File: src/rtl/data_mem_ctrl.sv
// Purpose : sequences one EX/MEM load/store into a single req/addr_ok/data_ok SRAM transaction,
//           builds byte strobes and lane-replicated store data, and sign/zero-extends load data.
// Latency : accept -> ADDR -> DATA -> DONE; 3 cycles to resp_valid on a zero-wait bus, +1 per bus wait cycle.
// Backpr. : req_ready only in IDLE; stallreq freezes the pipeline from the accept cycle until DONE.
// Option  : define MEM_ALIGN_CHECK_EN to fault misaligned half/word accesses instead of
//           silently clearing the low address bits.
module data_mem_ctrl (
    input  logic        clk,
    input  logic        rst,
    input  logic        req_valid,
    input  logic        req_we,
    input  logic [1:0]  req_size,
    input  logic        req_sign,
    input  logic [31:0] req_addr,
    input  logic [31:0] req_wdata,
    output logic        req_ready,
    output logic        resp_valid,
    output logic [31:0] resp_rdata,
    output logic        misalign,
    output logic        stallreq,
    output logic        sram_req,
    output logic        sram_wr,
    output logic [1:0]  sram_size,
    output logic [31:0] sram_addr,
    output logic [3:0]  sram_wstrb,
    output logic [31:0] sram_wdata,
    input  logic        sram_addr_ok,
    input  logic        sram_data_ok,
    input  logic [31:0] sram_rdata
);

    typedef enum logic [1:0] {
        S_IDLE = 2'd0,
        S_ADDR = 2'd1,
        S_DATA = 2'd2,
        S_DONE = 2'd3
    } state_e;

    state_e      state_q;
    logic        we_q;
    logic [1:0]  size_q;
    logic        sign_q;
    logic [31:0] addr_q;
    logic [3:0]  strb_q;
    logic [31:0] wdata_q;
    logic [31:0] rdata_q;

    // Accept-time values derived from the incoming request
    logic [31:0] addr_d;
    logic [3:0]  strb_d;
    logic [31:0] wdata_d;
    // Load data extracted from the bus using the latched request
    logic [7:0]  byte_sel;
    logic [15:0] half_sel;
    logic [31:0] load_d;

`ifdef MEM_ALIGN_CHECK_EN
    logic        mis_q;
    logic        mis_d;
`endif

    // Decode the incoming request into bus address, strobes and replicated store data
    always_comb begin
        addr_d  = req_addr;
        strb_d  = 4'b1111;
        wdata_d = req_wdata;
`ifdef MEM_ALIGN_CHECK_EN
        mis_d   = 1'b0;
`endif
        case (req_size)
            2'd0: begin
                strb_d  = 4'b0001 << req_addr[1:0];
                wdata_d = {4{req_wdata[7:0]}};
            end
            2'd1: begin
                strb_d  = req_addr[1] ? 4'b1100 : 4'b0011;
                wdata_d = {2{req_wdata[15:0]}};
`ifdef MEM_ALIGN_CHECK_EN
                mis_d   = req_addr[0];
`else
                addr_d[0] = 1'b0;
`endif
            end
            default: begin
                // size 3 is treated as a word access
                strb_d  = 4'b1111;
                wdata_d = req_wdata;
`ifdef MEM_ALIGN_CHECK_EN
                mis_d   = |req_addr[1:0];
`else
                addr_d[1:0] = 2'b00;
`endif
            end
        endcase
        // reads never enable byte lanes
        if (!req_we) begin
            strb_d = 4'b0000;
        end
    end

    // Pick the addressed byte/half out of the word-aligned read data and extend it
    always_comb begin
        byte_sel = sram_rdata[7:0];
        case (addr_q[1:0])
            2'd0:    byte_sel = sram_rdata[7:0];
            2'd1:    byte_sel = sram_rdata[15:8];
            2'd2:    byte_sel = sram_rdata[23:16];
            default: byte_sel = sram_rdata[31:24];
        endcase
        half_sel = addr_q[1] ? sram_rdata[31:16] : sram_rdata[15:0];
        case (size_q)
            2'd0:    load_d = {{24{sign_q & byte_sel[7]}}, byte_sel};
            2'd1:    load_d = {{16{sign_q & half_sel[15]}}, half_sel};
            default: load_d = sram_rdata;
        endcase
        // stores complete with zero response data
        if (we_q) begin
            load_d = 32'h0;
        end
    end

    // Transaction FSM with the request latches and response data register
    always_ff @(posedge clk or negedge rst) begin
        if (!rst) begin
            state_q <= S_IDLE;
            we_q    <= 1'b0;
            size_q  <= 2'd0;
            sign_q  <= 1'b0;
            addr_q  <= 32'h0;
            strb_q  <= 4'h0;
            wdata_q <= 32'h0;
            rdata_q <= 32'h0;
`ifdef MEM_ALIGN_CHECK_EN
            mis_q   <= 1'b0;
`endif
        end else begin
            case (state_q)
                S_IDLE: begin
                    if (req_valid) begin
                        we_q    <= req_we;
                        size_q  <= req_size;
                        sign_q  <= req_sign;
                        addr_q  <= addr_d;
                        strb_q  <= strb_d;
                        wdata_q <= wdata_d;
`ifdef MEM_ALIGN_CHECK_EN
                        mis_q   <= mis_d;
                        if (mis_d) begin
                            // faulted access skips the bus entirely
                            rdata_q <= 32'h0;
                            state_q <= S_DONE;
                        end else begin
                            state_q <= S_ADDR;
                        end
`else
                        state_q <= S_ADDR;
`endif
                    end
                end
                S_ADDR: begin
                    // data_ok is deliberately ignored until the address phase is accepted
                    if (sram_addr_ok) begin
                        state_q <= S_DATA;
                    end
                end
                S_DATA: begin
                    if (sram_data_ok) begin
                        rdata_q <= load_d;
                        state_q <= S_DONE;
                    end
                end
                default: begin
                    state_q <= S_IDLE;
                end
            endcase
        end
    end

    // Outputs are state decodes and latched request fields
    assign req_ready  = (state_q == S_IDLE);
    assign resp_valid = (state_q == S_DONE);
    assign resp_rdata = rdata_q;
    assign stallreq   = ((state_q == S_IDLE) && req_valid) ||
                        (state_q == S_ADDR) || (state_q == S_DATA);
    assign sram_req   = (state_q == S_ADDR);
    assign sram_wr    = we_q;
    assign sram_size  = size_q;
    assign sram_addr  = addr_q;
    assign sram_wstrb = strb_q;
    assign sram_wdata = wdata_q;
`ifdef MEM_ALIGN_CHECK_EN
    assign misalign   = mis_q & (state_q == S_DONE);
`else
    assign misalign   = 1'b0;
`endif

endmodule

File: config.mk
export PLATFORM = sky130hd
export DESIGN_NAME = data_mem_ctrl
export DESIGN_NICKNAME = d
export VERILOG_FILES = /design/src/rtl/data_mem_ctrl.sv
export SDC_FILE = /design/constraint.sdc
export NUM_CORES = 1
export LEC_CHECK = 0
export BUFFER_PORTS_ARGS = -buffer_cell sky130_fd_sc_hd__clkbuf_2
export CAP_MARGIN = 20
export CORE_MARGIN = 5
export CORE_UTILIZATION = 45
export DETAILED_ROUTE_END_ITERATION = 6
export GPL_ROUTABILITY_DRIVEN = 0
export GPL_TIMING_DRIVEN = 1
export PLACE_DENSITY = 0.76
export SYNTH_ARGS = -nofsm -noshare
export SYNTH_HDL_FRONTEND = slang
export SYNTH_SLANG_ARGS = --single-unit
File: constraint.sdc
create_clock -name clk -period 4.17 [get_ports clk]
set_clock_uncertainty 0.2 [all_clocks]
set_input_delay 0.6255 -clock clk [delete_from_list [all_inputs] [get_ports clk]]
set_output_delay 0.6255 -clock clk [all_outputs]
set_load 0.1 [all_outputs]
Word level (Yosys, flattened, before mapping)
Index checks and enable logic that the tools add are counted.
{ "totals": {"reg_bits": 106, "word_cells": 46, "in_bits": 105, "output_inout_bits": 108} }
{ "op_classes": {"n_eq_ne": 10, "n_reduce_logical": 11, "n_mux": 14, "bitwise_logic": 2, "n_shift": 1} }
{ "op_table": {"columns": ["cell", "count"], "rows": [
  ["$pmux W32 S2", 2],
  ["$mux W32", 1],
  ["$pmux W8 S3", 1],
  ["$mux W16", 1],
  ["$eq A2 B1 Y1 const B", 4],
  ["$logic_not A2 Y1", 4],
  ["$mux W4", 2],
  ["$pmux W4 S2", 1],
  ["$eq A2 B2 Y1 const B", 3],
  ["$mux W2", 3],
  ["$pmux W2 S3", 1],
  ["$ne A2 B2 Y1 const B", 2],
  ["$reduce_and A2 Y1", 2],
  ["$shl A1 B2 Y4 const A", 1],
  ["$reduce_and A3 Y1", 1],
  ["$and A1 B1 Y1", 2],
  ["$logic_or A1 B1 Y1", 2],
  ["$mux W1", 2],
  ["$ne A2 B1 Y1 const B", 1],
  ["$reduce_or A2 Y1", 1],
  ["$logic_and A1 B1 Y1", 1]
]} }

Longest topological paths before layout
{ "depth": {"ltp_word": 5, "mapped_depth": 7, "ltp_nobuf": 6} }

Worst setup path before layout
Ideal clock, no wire load.
{ "synth_path": {"path_type": "register to output", "start": "register state_q[0]", "end": "output stallreq", "path_slack_ps": 724, "path_stages_with_launch": 6, "path_buffers": 1, "arrival_time_ps": 2621, "required_time_ps": 3344, "cell_sequence": "dfrtp_1 -> inv_1 -> ha_1 -> nand2_1 -> clkbuf_1 -> nand2_1"} }
{ "synth_between": {"elab_chain_len": 4, "elab_cells_between_ends": 6, "classes_between": "2 x eq/ne; 4 x reduce/logical"} }
{ "synth_lines": {"columns": ["item", "line", "source"], "rows": [
  ["start: declaration", "39", "state_e state_q;"],
  ["start signal: assignment", "125", "state_q <= S_IDLE;"],
  ["start signal: assignment", "156", "state_q <= S_ADDR;"],
  ["start signal: assignment", "163", "state_q <= S_DATA;"],
  ["$logic_not A2 Y1", null, null],
  ["net req_ready", "16", "output logic req_ready,"],
  ["$logic_and A1 B1 Y1", "183", "assign stallreq = ((state_q == S_IDLE) && req_valid) ||"],
  ["$logic_or A1 B1 Y1", "183", null],
  ["$logic_or A1 B1 Y1", "184", "(state_q == S_ADDR) || (state_q == S_DATA);"],
  ["end: declaration", "20", "output logic stallreq,"]
]} }
The timed path passes the listed nets, and every way through them passes these cells.

Worst setup path in the final report
{ "layout_path": {"start": "register state_q[0]", "end": "output stallreq"} }
{ "layout_between": {"elab_chain_len": 4, "elab_cells_between_ends": 6, "classes_between": "2 x eq/ne; 4 x reduce/logical"} }
{ "layout_lines": {"columns": ["item", "line"], "rows": [
  ["$logic_not A2 Y1", "183"],
  ["$logic_and A1 B1 Y1", "183"],
  ["$logic_or A1 B1 Y1", "183"],
  ["$logic_or A1 B1 Y1 *", "184"]
]} }
Mark *: on every way between the ends. The rest lies on a longest branch, timed or not.

==> results.yml <==
place:
  place_area_um2: 6060
  port-buffer-count: 211
  hpwl_um: 10700
floorplan:
  io_pins: 213
  coreArea_um2: 10800
  chipWidth_um: 115
  num_rows: 38
  die_h_um: 115
  initial_core_util_pct: 45.6
  die_area_um2: 13100
grt:
  grt_pass1_wl_um: 22900
  antenna_found_initial: 0
  grt_max_degree: 65
  grt_pass1_vias: 4499
  grt_usage_pct: 22.0
  overflow: 0
detailed_routing:
  totalWireLength_um: 14200
  final_antenna_net_count: 0
  dr.pass1.iters: 5
  drt_iter0_markers: 293
  routed_via_density: 5.45
  via_count: 4252
  routedWlPerCell_um: 18.1
  drc: 0
sta:
  period_minus_slack_ps: 2910
  setup_viol: 0
  timing_max_transition_violations_final: 0
  fin_hold_ws_ps: 68.2
  rsz0062_at_grt: "false"
  max_freq_ghz: 0.343
  hold_viol: 0
  finalCritPeriodShare_pct: 69.8
  worst_pin_slew_ps: 907
  setup_tns_ps: 0
  slew_headroom_pct: 39.0
worst_setup_path:
  cp.arrival_ps: 2090
  crit_path_max_fanout: 37
  crit_path_end_kind: "output port"
  startpoint: "state_q[0]"
  path_class: "flop to output port"
  crit_path_start_kind: "flop"
  r2r_start: "state_q[0]"
  required_ps: 3340
synthesis:
  synth_async_sr_flop_share_pct: 100
  ys_warn_count: 0
  ys_ff_latch: 106
  synth_top_flop_cell: "dfrtp_1"
  yosysSeqAreaShare_pct: 53.9
  syn_area_um2: 4920
  syn_inst: 440
  ys_types: 37
  avgSynthCellArea_um2: 11.2
  synth_edf_count: 0
  syn_nets: 549
cts:
  cts_tree: "yes"
  post_cts_buffers: 0
  cts_num_sinks: 106
  ctsResizeCount: 0
  cts.reportedPaths.clkPinSlew_ps: 100
  root_buffer: "clkbuf_8"
  clockBufferDepth: 2
  clock_latency_ps: 370
  hold_buffers: 0
  ctsHtreeMaxLevel: 3
  cts_buffers: 9
cells_and_area:
  nNetsFinal: 745
  layout-drive-gt1-share_pct: 43.9
  regArea_um2: 2650
  multi_input_area_um2: 2060
  area_delta_synth_final_pct: 27.7
  final_area_um2: 6280
  nFillCells: 921
  antenna_cells: 0
  final_common_cell: "clkbuf_2"
  mostFrequentLayoutCells: "clkbuf_2 (210), dfrtp_1 (106), nand2_1 (47)"
hold_path:
  hold_class: "input pin to async pin"
flow_run:
  drv_cap: 0
status:
  status: "complete, no violations"
## cell usage after synthesis (all sizes together) (4+ instances only)
cell | n | area share, %
nor2 | 16 | 1.3
mux2i | 39 | 7.9
inv | 17 | 1.3
a22oi | 6 | 0.92
a221o | 22 | 4.5
mux2 | 44 | 10
o21ai | 39 | 4.0
nand2 | 48 | 3.7
a21oi | 30 | 3.1
clkbuf | 23 | 1.8
ha | 4 | 1.0
buf | 10 | 1.3
a31oi | 4 | 0.81
o22ai | 6 | 0.76
dfrtp | 106 | 54
## critical path: stages (launching register included)
cell      delay [ps]
dfrtp_1          420
inv_1            110
ha_1             300
nand2_4          290
nand2_1          130
clkbuf_2         460
## path summary, 6_finish.rpt
kind / slack (ps) / endpoint / cells after the start
max in group asynchronous: 2860 / sram_addr[26] / 2
min in group clk: 280 / sram_addr[8] / 2
setup / recovery: 1260 / stallreq / 5
setup reg to reg: 1680 / sram_addr[30] / 5
hold / removal: 70 / resp_rdata[9] / 1
hold reg to reg: 290 / resp_rdata[6] / 2
## logic make-up (layout without fill, tap and decap cells)
group | Yosys count | in the layout | share of synthesized area [%]
compound gates | 117 | 117 | 15.7
flops | 106 | 106 | 53.9
mux | 83 | 83 | 18.0
simple gates | 79 | 79 | 6.94
buf+inv | 50 | 250 | 4.35
fa+ha+maj | 4 | 4 | 1.02
other cells | 1 | 1 | 0.0762
## flip-flops by register name, summed over array words and instances (netlist names)
register	count
sram_size	2
sign_q	1
resp_rdata	32
state_q	2
sram_wdata	32
sram_wr	1
sram_wstrb	4
sram_addr	32
## layout make-up
type,count,share of cell area (%)
flip-flops and latches,106,42.2
well taps,140,2.79
clock inverters,6,1.19
inverters,17,1.02
clock buffers,9,1.97
multi-input cells,284,32.8
repair buffers,218,18.0
## per-stage QoR
stage / setup WS (ps) / cells / utilization (%)
finish: 1260 / 780 / 58.2
global route: 1130 / 780 / 58.2
CTS: 1220 / 779 / 58.0
detailed placement: 1630 / 764 / 56.1
global placement: 1710 / 764 / 56.1
floorplan: 724 / 440 / -
## routing by layer
layer,track usage (%),share of wire (%),vias up
li1,-,-,1969
met1,26.4,39,2053
met2,36.2,48,205
met3,7.88,10,25
met4,8.39,2.2,0
met5,0,0,-
Power is left out: the tool's default activity adds up to more than one toggle a clock period on the data nets, which glitch-free logic cannot reach.
